### src/rtl/sr_pulse_seq_if.sv
// -----------------------------------------------------------------------------
// sr_pulse_seq_if
// Request/latch bundle between control logic and the SR pulse sequencer.
//   req_valid / req_ready / req_idx / req_op : request handshake
//   s_out / r_out                            : S and R drives, one bit per latch
//   q_in                                     : Q feedback from the latch bank
//   busy / done / err                        : sequencer status
// The master modport is the requester/latch side; the slave is the sequencer.
// -----------------------------------------------------------------------------
interface sr_pulse_seq_if #(
  parameter int N_LATCH = 4,
  parameter int IDX_W   = 2
);
  logic               req_valid;
  logic               req_ready;
  logic [IDX_W-1:0]   req_idx;
  logic               req_op;
  logic [N_LATCH-1:0] s_out;
  logic [N_LATCH-1:0] r_out;
  logic [N_LATCH-1:0] q_in;
  logic               busy;
  logic               done;
  logic               err;

  modport master (
    output req_valid, req_idx, req_op, q_in,
    input  req_ready, s_out, r_out, busy, done, err
  );

  modport slave (
    input  req_valid, req_idx, req_op, q_in,
    output req_ready, s_out, r_out, busy, done, err
  );
endinterface

### src/rtl/sr_pulse_seq.sv
// -----------------------------------------------------------------------------
// sr_pulse_seq
// Drives the S/R inputs of a bank of N_LATCH SR latches from one request port.
// Every accepted request gives one S or R pulse of PULSE_W cycles, then GAP_W
// dead-time cycles with all S/R low, then a one-cycle CHECK that reports done
// and flags err on a bad index or a Q readback mismatch.
//
// Ports:
//   clk  rising-edge clock
//   rst  synchronous, active-high reset
//   bus  sr_pulse_seq_if.slave (request handshake, S/R drives, Q feedback,
//        busy/done/err status)
//
// Optional feature (macro SR_SKIP_EN): a valid request whose latch already
// holds the requested value skips PULSE and GAP and completes one cycle after
// accept with err = 0.
//
// s_out, r_out, busy, req_ready and done are registers decoded from the next
// state. err is the registered done qualified with q_in as seen in the CHECK
// cycle itself, so the latch has the full gap to settle before readback.
// -----------------------------------------------------------------------------
module sr_pulse_seq #(
  parameter int N_LATCH = 4,
  parameter int IDX_W   = 2,
  parameter int PULSE_W = 3,
  parameter int GAP_W   = 2
) (
  input  logic          clk,
  input  logic          rst,
  sr_pulse_seq_if.slave bus
);

  localparam int MAX_W = (PULSE_W > GAP_W) ? PULSE_W : GAP_W;
  localparam int CNT_W = (MAX_W > 1) ? $clog2(MAX_W) : 1;
  localparam logic [CNT_W-1:0]   PULSE_LOAD = CNT_W'(PULSE_W - 1);
  localparam logic [CNT_W-1:0]   GAP_LOAD   = CNT_W'(GAP_W - 1);
  localparam logic [CNT_W-1:0]   CNT_ZERO   = {CNT_W{1'b0}};
  localparam logic [N_LATCH-1:0] LAT_ZERO   = {N_LATCH{1'b0}};
  localparam logic [IDX_W-1:0]   IDX_ZERO   = {IDX_W{1'b0}};

  typedef enum logic [1:0] {
    ST_IDLE  = 2'd0,
    ST_PULSE = 2'd1,
    ST_GAP   = 2'd2,
    ST_CHECK = 2'd3
  } state_t;

  // Index compares go through int so an IDX_W wider than the latch bank never
  // produces an out-of-range bit select.
  function automatic logic idx_bad(input logic [IDX_W-1:0] idx);
    return (int'(idx) >= N_LATCH);
  endfunction

  function automatic logic q_bit(input logic [N_LATCH-1:0] q,
                                 input logic [IDX_W-1:0]   idx);
    logic b;
    b = 1'b0;
    for (int i = 0; i < N_LATCH; i++) begin
      if (int'(idx) == i) b = q[i];
      else                b = b;
    end
    return b;
  endfunction

  function automatic logic [N_LATCH-1:0] onehot(input logic [IDX_W-1:0] idx);
    logic [N_LATCH-1:0] v;
    for (int i = 0; i < N_LATCH; i++) begin
      v[i] = (int'(idx) == i);
    end
    return v;
  endfunction

  state_t             r_state, w_state_nxt;
  logic [CNT_W-1:0]   r_cnt, w_cnt_nxt;
  logic [IDX_W-1:0]   r_idx, w_idx_nxt;
  logic               r_op, w_op_nxt;
  logic               r_bad, w_bad_nxt;
  logic               r_skip, w_skip_nxt;
  logic [N_LATCH-1:0] r_s_out, r_r_out;
  logic [N_LATCH-1:0] w_drive, w_s_nxt, w_r_nxt;
  logic               r_busy, r_ready, r_done;

  // Next-state, counter and capture logic.
  always_comb begin
    w_state_nxt = r_state;
    w_cnt_nxt   = r_cnt;
    w_idx_nxt   = r_idx;
    w_op_nxt    = r_op;
    w_bad_nxt   = r_bad;
    w_skip_nxt  = r_skip;
    case (r_state)
      ST_IDLE: begin
        if (bus.req_valid && r_ready) begin
          w_idx_nxt  = bus.req_idx;
          w_op_nxt   = bus.req_op;
          w_skip_nxt = 1'b0;
          w_cnt_nxt  = CNT_ZERO;
          if (idx_bad(bus.req_idx)) begin
            w_bad_nxt   = 1'b1;
            w_state_nxt = ST_CHECK;
          end else begin
            w_bad_nxt = 1'b0;
`ifdef SR_SKIP_EN
            if (q_bit(bus.q_in, bus.req_idx) == bus.req_op) begin
              w_skip_nxt  = 1'b1;
              w_state_nxt = ST_CHECK;
            end else begin
              w_state_nxt = ST_PULSE;
              w_cnt_nxt   = PULSE_LOAD;
            end
`else
            w_state_nxt = ST_PULSE;
            w_cnt_nxt   = PULSE_LOAD;
`endif
          end
        end else begin
          w_state_nxt = ST_IDLE;
        end
      end
      ST_PULSE: begin
        if (r_cnt == CNT_ZERO) begin
          w_state_nxt = ST_GAP;
          w_cnt_nxt   = GAP_LOAD;
        end else begin
          w_cnt_nxt = r_cnt - {{(CNT_W-1){1'b0}}, 1'b1};
        end
      end
      ST_GAP: begin
        if (r_cnt == CNT_ZERO) begin
          w_state_nxt = ST_CHECK;
        end else begin
          w_cnt_nxt = r_cnt - {{(CNT_W-1){1'b0}}, 1'b1};
        end
      end
      ST_CHECK: begin
        w_state_nxt = ST_IDLE;
      end
      default: begin
        w_state_nxt = ST_IDLE;
        w_cnt_nxt   = CNT_ZERO;
      end
    endcase

    // Only one bit of one bank can ever be driven, and only in PULSE.
    w_drive = (w_state_nxt == ST_PULSE) ? onehot(w_idx_nxt) : LAT_ZERO;
    w_s_nxt = w_op_nxt ? w_drive : LAT_ZERO;
    w_r_nxt = w_op_nxt ? LAT_ZERO : w_drive;
  end

  // State, capture and registered output update with synchronous reset.
  always_ff @(posedge clk) begin
    if (rst) begin
      r_state <= ST_IDLE;
      r_cnt   <= CNT_ZERO;
      r_idx   <= IDX_ZERO;
      r_op    <= 1'b0;
      r_bad   <= 1'b0;
      r_skip  <= 1'b0;
      r_s_out <= LAT_ZERO;
      r_r_out <= LAT_ZERO;
      r_busy  <= 1'b0;
      r_ready <= 1'b1;
      r_done  <= 1'b0;
    end else begin
      r_state <= w_state_nxt;
      r_cnt   <= w_cnt_nxt;
      r_idx   <= w_idx_nxt;
      r_op    <= w_op_nxt;
      r_bad   <= w_bad_nxt;
      r_skip  <= w_skip_nxt;
      r_s_out <= w_s_nxt;
      r_r_out <= w_r_nxt;
      r_busy  <= (w_state_nxt != ST_IDLE);
      r_ready <= (w_state_nxt == ST_IDLE);
      r_done  <= (w_state_nxt == ST_CHECK);
    end
  end

  assign bus.s_out     = r_s_out;
  assign bus.r_out     = r_r_out;
  assign bus.busy      = r_busy;
  assign bus.req_ready = r_ready;
  assign bus.done      = r_done;
  // A skipped request already matched at accept, so it never reports err.
  assign bus.err       = r_done & (r_bad | (~r_skip & (q_bit(bus.q_in, r_idx) != r_op)));

endmodule

### src/flat_wrapper.sv
// flat-port wrapper written by rule: the top's interface ports become plain ports
module sr_pulse_seq_flat 
#(
  parameter int N_LATCH = 4,
  parameter int IDX_W   = 2,
  parameter int PULSE_W = 3,
  parameter int GAP_W   = 2
)
  (clk, rst, bus_req_valid, bus_req_idx, bus_req_op, bus_q_in, bus_req_ready, bus_s_out, bus_r_out, bus_busy, bus_done, bus_err);
  sr_pulse_seq_if #(.N_LATCH(N_LATCH), .IDX_W(IDX_W)) bus_i ();
  input  logic clk;
  input  logic rst;
  input wire logic [$bits(bus_i.req_valid)-1:0] bus_req_valid;
  input wire logic [$bits(bus_i.req_idx)-1:0] bus_req_idx;
  input wire logic [$bits(bus_i.req_op)-1:0] bus_req_op;
  input wire logic [$bits(bus_i.q_in)-1:0] bus_q_in;
  output wire logic [$bits(bus_i.req_ready)-1:0] bus_req_ready;
  output wire logic [$bits(bus_i.s_out)-1:0] bus_s_out;
  output wire logic [$bits(bus_i.r_out)-1:0] bus_r_out;
  output wire logic [$bits(bus_i.busy)-1:0] bus_busy;
  output wire logic [$bits(bus_i.done)-1:0] bus_done;
  output wire logic [$bits(bus_i.err)-1:0] bus_err;
  assign bus_i.req_valid = bus_req_valid;
  assign bus_i.req_idx = bus_req_idx;
  assign bus_i.req_op = bus_req_op;
  assign bus_i.q_in = bus_q_in;
  assign bus_req_ready = bus_i.req_ready;
  assign bus_s_out = bus_i.s_out;
  assign bus_r_out = bus_i.r_out;
  assign bus_busy = bus_i.busy;
  assign bus_done = bus_i.done;
  assign bus_err = bus_i.err;
  sr_pulse_seq #(.N_LATCH(N_LATCH), .IDX_W(IDX_W), .PULSE_W(PULSE_W), .GAP_W(GAP_W)) u_core (.clk(clk), .rst(rst), .bus(bus_i));
endmodule
### config.mk
export PLATFORM = sky130hd
export DESIGN_NAME = sr_pulse_seq_flat
export DESIGN_NICKNAME = d
export VERILOG_FILES = /design/src/rtl/sr_pulse_seq_if.sv /design/src/rtl/sr_pulse_seq.sv /design/src/flat_wrapper.sv
export SDC_FILE = /design/constraint.sdc
export NUM_CORES = 1
export LEC_CHECK = 0
export ABC_AREA = 1
export BUFFER_PORTS_ARGS = -buffer_cell sky130_fd_sc_hd__buf_2
export CAP_MARGIN = 20
export CELL_PAD_IN_SITES_DETAIL_PLACEMENT = 1
export CELL_PAD_IN_SITES_GLOBAL_PLACEMENT = 1
export CORE_ASPECT_RATIO = 1.25
export CORE_MARGIN = 1
export CORE_UTILIZATION = 40
export DETAILED_ROUTE_END_ITERATION = 6
export PLACE_DENSITY_LB_ADDON = 0.12
export SYNTH_ARGS = -nofsm -noshare
export SYNTH_HDL_FRONTEND = slang
export SYNTH_SLANG_ARGS = --single-unit
### constraint.sdc
create_clock -name clk -period 3.1 [get_ports clk]
set_input_delay 0.775 -clock clk [delete_from_list [all_inputs] [get_ports clk]]
set_output_delay 0.775 -clock clk [all_outputs]
set_load 0.01 [all_outputs]
Word-level counts from Yosys, hierarchy flattened
Index checks and enable logic that the tools add are counted.
Storage, ports and cells
  register bits after elaboration: 18
  bits in latches: 0
  memory bits (writable): 0
  memory bits (read-only): 0
  input port bits: 10
  output and inout bits: 12
  word-level logic and storage cells: 54
  memories: 0
Cells by class
  add/sub/neg operators: 1
  $mul: 0
  divide/modulo/power cells: 0
  order comparisons: 0
  equal/unequal tests: 14
  shifts and indexed selects: 0
  mux-type cells: 17
  bitwise gates (word level): 2
  reductions and logical operators: 11
Operators with widths (count)
  == test 2 bit (second input constant): 7
  two-way mux 2 bit: 7
  logical NOT 2 bit: 5
  == test 2 x 1 -> 1 bit (second input constant): 4
  one-hot mux 2 bit (4 select lines): 1
  two-way mux 1 bit: 7
  one-hot mux 2 bit (3 select lines): 1
  two-way mux 4 bit: 1
  OR reduction 2 bit: 2
  AND reduction 3 bit: 1
  nonzero test 3 bit: 1
  != test 2 x 1 -> 1 bit (second input constant): 1
  != test 2 bit (second input constant): 1
  nonzero test 2 bit: 1
  subtractor 2 x 1 -> 2 bit (second input constant): 1
  AND 1 bit: 1
  logical AND 1 bit: 1
  != test 1 bit: 1
  inverter 1 bit: 1

Depth between registers and ports, before layout
Gate-level depths: netlist of the first run.
  depth in word-level cells: 7
  depth in mapped cells: 10
  gate-level depth less buffers: 10

Worst setup path after synthesis of the first run
Ideal clock, no wire load.
  kind: input-to-output
  start: in bus_q_in[1]
  end: out bus_err
  data arrival time: 1.191 ns
  data required time: 2.325 ns
  path slack: 1.134 ns
  cell stages on the path: 5
  buffers on the path: 0
  path through: nand2_1 > nand3_1 > nand3_1 > nand2_1 > nor2_1
On the way
  word-level cells in the longest chain between the ends: 5
Ends and longest elaborated chain
  start, declared: RTL line flat_wrapper.sv:16  | input wire logic [$bits(bus_i.q_in)-1:0] bus_q_in;
  two-way mux 1 bit (3 in a row): RTL line sr_pulse_seq.sv:59  | if (int'(idx) == i) b = q[i];
  != test 1 bit: RTL line sr_pulse_seq.sv:185  | assign bus.err = r_done & (r_bad | (~r_skip & (q_bit(bus.q_in, r_idx) != r_op)));
  AND 1 bit: RTL line sr_pulse_seq.sv:185
  end, declared: RTL line flat_wrapper.sv:22  | output wire logic [$bits(bus_i.err)-1:0] bus_err;
No other way between the ends.

Final worst setup path of the first run
  start: in bus_q_in[3]
  end: out bus_err
On the way
  word-level cells in the longest chain between the ends: 3
Ends and longest elaborated chain (RTL line)
  two-way mux 1 bit: sr_pulse_seq.sv:59
  != test 1 bit: sr_pulse_seq.sv:185
  AND 1 bit: sr_pulse_seq.sv:185
No other way between the ends.

==> metrics.cfg, run 1 <==
[placement]
gp_congestion = 0.8902
dp_hpwl_um = 1718
io_buffers = 21

[worst_hold_path]
hp-class = register to register
hold_start = u_core.r_cnt[1]$_SDFFE_PP0P_

[route]
drtPass1Iterations = 4
antenna_left = 0
drtIter0Drc = 17
drc = 0
wl_per_cell_um = 11.98
vias = 862
viasPerCell = 4.898
postRouteWirelength_um = 2109

[synthesis]
synth_top_family_by_area = simple AND/OR/NAND/NOR gates
synth_fa_ha_area_frac = 0.1071
synth_edf_count = 0
syn_avg_cell_area_um2 = 7.599
ys_types = 17
yosys.area.top_type = dfxtp_1
syn_nets = 141
synthMuxAreaShare = 0
yosysTopAreaCellShare = 0.3855
ys_seq_elements = 18
synth_area_um2 = 934.6
ys.flop_type = dfxtp_1
yosysMostFrequentCell = nand2_1
yosys-top-cells-count = nand2_1 (31), dfxtp_1 (18), inv_1 (18), nor2_1 (12), nor3_1 (9)
ys_warn_count = 0
netlist_top_cells_area = dfxtp_1 (39%), nand2_1 (12%), ha_1 (11%)
yosysSeqAreaShare = 0.3855
syn_inst = 123
synthSimpleGateAreaFrac = 0.3788
synth_xor_area_frac = 0
synth_compound_area_frac = 0.02410
async_reset_ff_frac = 0

[critical_path]
r2r-start = u_core.r_state[0]$_SDFF_PP0_
startpoint = bus_q_in[3]
crit_type = primary input to output pin
path_max_fanout = 2
worst-endpoint-arrival_ns = 1.38
critPathLaunchType = primary input
required_ns = 2.32
cp-end-kind = output pin

[clocking]
cts-htree-levels = 1
cts_resized = 0
cts_num_sinks = 18
cts_buffers = 3
cts_tree = built
cts_buffer_depth = 2
postCtsSetupRepairBufs = 0
cts-root-buf = clkbuf_4
path_clk_slew_ns = 0.10
ctsHoldBuffers = 0
clkLatencyLatePin_ns = 0.29

[timing]
relSlewSlack = 0.7431
fin_skew_ns = 0.006610
rsz0062_at_grt = false
drv_slew = 0
min_period_ns = 2.156
tns_ns = 0
hold_violations = 0
worst_pin_slew_ns = 0.3849
final.period_utilization = 0.6956
max_freq_mhz = 463.8
setup_violations = 0

[die]
ios = 22
std_cell_rows = 19
fp.dieH_um = 56.05
dieArea_mm2 = 0.002535
core_area_mm2 = 0.002211
die_x_um = 45.24
floorplan.initialDensity = 0.4228

[global_route]
gr-usage-all-layers = 0.1968
grt_max_degree = 11
grt_pass1_wl_um = 3677
gr-total-overflow = 0
antenna_found_initial = 0
grt_pass1_vias = 870

[final_layout]
antennaDiodeCount = 0
final_net_count = 164
area_delta_synth_final_pct = 16.06
drive_above_1_share = 0.2207
fin_util = 0.4907

[outcome]
status = finished, final reports clean

[power]
p_per_area_mw_per_mm2 = 471.6
p_leak_nw = 0.5571
vdd_drop_max_uv = 201.7
power.total_mw = 0.5116

[run]
cap_violations = 0

flip-flops by register name, indices dropped and copies added (netlist names):
register / flops
u_core.bus.req_ready: 1
u_core.bus.busy: 1
u_core.r_cnt: 2
u_core.r_state: 2
u_core.bus.r_out: 4
u_core.bus.done: 1
u_core.r_op: 1
u_core.r_idx: 2
u_core.bus.s_out: 4
path summary, 6_finish.rpt:
kind | endpoint | slack, ns | cells after the start
setup / recovery | bus_err | 0.94 | 7
setup reg to reg | u_core.bus.s_out[1]$_SDFF_PP0_ | 1.55 | 7
hold / removal | u_core.r_cnt[1]$_SDFFE_PP0P_ | 0.53 | 2
hold reg to reg | u_core.r_cnt[1]$_SDFFE_PP0P_ | 0.53 | 2
critical path, stage by stage:
cell and delay (ns):
buf_2 0.10, nand2_1 0.06, nand3_1 0.11, nand3_1 0.08
nand2_1 0.05, nor2_1 0.08, buf_2 0.13
layout by cell type, fill, tap and decap left out, types with 2 or more instances in the layout:
cell | netlist | routed
a21oi_1 | 2 | 2
buf_2 | 0 | 21
clkbuf_4 | 0 | 3
dfxtp_1 | 18 | 18
ha_1 | 8 | 8
inv_1 | 18 | 18
nand2_1 | 31 | 31
nand2_2 | 4 | 4
nand3_1 | 5 | 5
nand3_4 | 2 | 2
nand3b_1 | 2 | 2
nand4_1 | 6 | 6
nor2_1 | 12 | 12
nor3_1 | 9 | 9
area by class of cell:
type / count / area (um^2)
fillers: 294 / 1126
multi-input cells: 84 / 476.7
flip-flops and latches: 18 / 360.3
repair buffers: 21 / 105.1
inverters: 18 / 67.56
well taps: 31 / 38.79
clock buffers: 4 / 36.28
stage by stage:
| step | cells | hold WS, ns | worst slack, ns | area [um^2] |
|---|---|---|---|---|
| global route | 176 | 0.5642 | 0.8787 | 1085 |
| floorplan | 123 | 0.4799 | 1.134 | 934.6 |
| CTS | 176 | 0.5431 | 0.9277 | 1085 |
| global placement | 172 | 0.5078 | 0.9778 | 1049 |
| detailed placement | 172 | 0.5277 | 0.9340 | 1049 |
| finish | 176 | 0.5282 | 0.9438 | 1085 |
power breakdown:
group          switching, mW  internal [mW]  leakage [nW]
Sequential            0.0128          0.245         0.147
Clock                 0.0729         0.0715        0.0210
Combinational         0.0704         0.0392         0.389
routing by layer:
metal / vias up / share of wire / global-route usage
met5: - / 0 / 0
met2: 17 / 0.54 / 0.3416
met4: 0 / 0.010 / 0.08658
met1: 406 / 0.41 / 0.2249
li1: 435 / - / -
met3: 4 / 0.037 / 0.03247
cell families after synthesis:
logic type	after synthesis
AO/OA/AOI/OAI	4
adder cells (fa/ha/maj)	8
buffers and inverters	21
flip-flops	18
AND/OR/NAND/NOR	72
No activity file was read; power rests on OpenSTA's default activity.
==> run 2, diff against run 1 <==
--- a/config.mk
+++ b/config.mk
@@ -12,7 +12,7 @@
 export CELL_PAD_IN_SITES_GLOBAL_PLACEMENT = 1
 export CORE_ASPECT_RATIO = 1.25
 export CORE_MARGIN = 1
-export CORE_UTILIZATION = 40
+export CORE_UTILIZATION = 33
 export DETAILED_ROUTE_END_ITERATION = 6
 export PLACE_DENSITY_LB_ADDON = 0.12
 export SYNTH_ARGS = -nofsm -noshare
==> constraint.sdc (replaced) <==
create_clock -name clk -period 1.8 [get_ports clk]
set_input_delay 0.45 -clock clk [delete_from_list [all_inputs] [get_ports clk]]
set_output_delay 0.45 -clock clk [all_outputs]
set_load 0.01 [all_outputs]
==> metrics.cfg, run 2 (synthesis gave the netlist of run 1 again) <==
[outcome]
status = finished, final reports clean

[placement]
place_ws_ns = 0.2794  ; -0.6546 ns
gp_congestion = 0.8316  ; -6.6%
dp_hpwl_um = 1684  ; -2.0%
io_buffers = 21  ; unchanged

[critical_path]
worst-endpoint-arrival_ns = 1.22  ; -0.16 ns
required_ns = 1.35  ; -0.97 ns
max_stage_delay_ns = 0.37  ; +0.24 ns
crit_top_cell = nand2_1
critPathLaunchType = register
critPathSlowestCell = dfxtp_2
path_max_fanout = 4  ; +2
crit_type = register to output pin
cp-end-kind = output pin
crit_path_cell_trace = inv_2, nand2_1, nand3_2, nand3_1, nand2_1, nor2_1, buf_2

[clocking]
cts_num_sinks = 18  ; unchanged
cts_buffer_depth = 2  ; unchanged
cts-root-buf = clkbuf_4
cts_buffers = 3  ; unchanged
path_clk_slew_ns = 0.10  ; about the same
cts_tree = built
cts-htree-levels = 1  ; unchanged
clkLatencyLatePin_ns = 0.30  ; about the same

[die]
std_cell_rows = 21  ; +2
fp.dieH_um = 61.50  ; +9.7%
ios = 22  ; unchanged
floorplan.initialDensity = 0.3487  ; -0.07401
die_x_um = 49.60  ; +9.6%
core_area_mm2 = 0.002680  ; +21%
dieArea_mm2 = 0.003050  ; +20%

[timing]
min_period_ns = 1.669
max_freq_mhz = 599.2
rsz0062_at_grt = false
fin_skew_ns = 0.005883  ; -0.0007272 ns
tns_ns = 0  ; unchanged
setup_violations = 0  ; unchanged
worst_slack_ns = 0.1311  ; -0.8127 ns
final.period_utilization = 0.9272
worst_pin_slew_ns = 0.3846  ; -0.0002573 ns
relSlewSlack = 0.7432  ; about the same
drv_slew = 0  ; unchanged
hold_violations = 0  ; unchanged

[global_route]
antenna_found_initial = 0  ; unchanged
grt_pass1_wl_um = 3463  ; -5.8%
grt_pass1_vias = 832  ; -4.4%
grt_max_degree = 11  ; unchanged
gr-usage-all-layers = 0.1524  ; -0.04440
gr-total-overflow = 0  ; unchanged

[power]
p_leak_nw = 0.5605  ; +0.61%
p_int_mw = 0.6138  ; +73%
clockPowerShare = 0.283  ; about the same
p_per_area_mw_per_mm2 = 807.5  ; +71%
p_comb_frac = 0.215  ; about the same
switching_power_mw = 0.2703  ; +73%
swShare = 0.3058  ; +0.0004712
seq_power_share = 0.502  ; about the same
vdd_drop_max_uv = 348.5  ; +73%

[route]
viasPerCell = 4.743  ; -3.2%
wl_per_cell_um = 11.90  ; -0.70%
antenna_left = 0  ; unchanged
drc = 0  ; unchanged
postRouteWirelength_um = 2130  ; +1.0%
drtIter0Drc = 14  ; -3
drtPass1Iterations = 6  ; +2
vias = 849  ; -1.5%

[run]
cap_violations = 0  ; unchanged

[final_layout]
final_net_count = 164  ; unchanged
final_common_cell = nand2_1
final_cell_mix = nand2_1 (31), buf_2 (21), inv_1 (17), dfxtp_1 (17), nor2_1 (12)
fin_util = 0.4085  ; -0.08216
drive_above_1_share = 0.2414  ; +0.02069
antennaDiodeCount = 0  ; unchanged
area_delta_synth_final_pct = 17.14

[worst_hold_path]
hp-class = primary input to register

==> run 2: cell count changes in the layout (fill, tap and decap cells not counted) <==
cell / change
nand3_2: +1
inv_2: +1
inv_1: -1
nand3_1: -1
dfxtp_1: -1
dfxtp_2: +1
==> run 2: repair_timing <==
action / in CTS / in global routing
endpoints found under the setup margin: 0 / 1
endpoints found under the hold margin: 0 / 0
gates resized for setup: 0 / 3
hold buffers: 0 / 0
setup buffers: 0 / 0
==> run 2: power groups by stage <==
stage / Combinational [mW] / Clock (mW) / Sequential, mW
after detailed placement: 0.189 / 0 / 0.452
after floorplan: 0.144 / 0 / 0.449
after global routing: 0.216 / 0.278 / 0.448
after CTS: 0.192 / 0.257 / 0.444
final: 0.190 / 0.250 / 0.444
after global placement: 0.185 / 0 / 0.452
==> run 2: cell type report <==
| cell class | count | area [um^2] |
|---|---|---|
| Multi-Input combinational cell | 84 | 481.7 |
| Sequential cell | 18 | 361.6 |
| Tap cell | 34 | 42.54 |
| Clock buffer | 4 | 36.28 |
| Inverter | 18 | 67.56 |
| Fill cell | 358 | 1585 |
| Timing Repair Buffer | 21 | 105.1 |
==> run 2: through the flow <==
stage	cell area (um^2)	hold WS (ns)	instances	power (mW)
floorplan	934.6	0.4799	123	0.5921
global placement	1052	0.5123	175	0.6377
detailed placement	1052	0.5072	175	0.6419
CTS	1089	0.4017	179	0.8926
global route	1095	0.3946	179	0.9432
finish	1095	0.3936	179	0.8841
==> run 2: per-layer routing <==
layer	wire length (um)	share of wire	vias up	global-route usage
met5	0	0	-	0
met4	48	0.023	0	0.09796
met3	69	0.032	5	0.01728
met2	1154	0.54	18	0.3089
met1	856	0.40	395	0.1467
li1	-	-	431	-
==> run 2: path summary, 6_finish.rpt <==
path | from | end | slack [ns] | cells past startpoint
worst min register to register | u_core.r_cnt[1]$_SDFFE_PP0P_ | u_core.r_cnt[1]$_SDFFE_PP0P_ | 0.53 | 2
worst max register to register | u_core.r_state[0]$_SDFF_PP0_ | u_core.bus.s_out[0]$_SDFF_PP0_ | 0.27 | 6
worst max-delay path | u_core.r_idx[0]$_SDFF_PP0_ | bus_err | 0.13 | 7
worst min-delay path | rst | u_core.r_idx[0]$_SDFF_PP0_ | 0.39 | 2
==> run 2: critical path, delay by kind of cell, from the launching register on <==
family | cells | cell delay, ns
buffers and inverters | 2 | 0.18
DFF | 1 | 0.37
and+or+nand+nor | 5 | 0.37
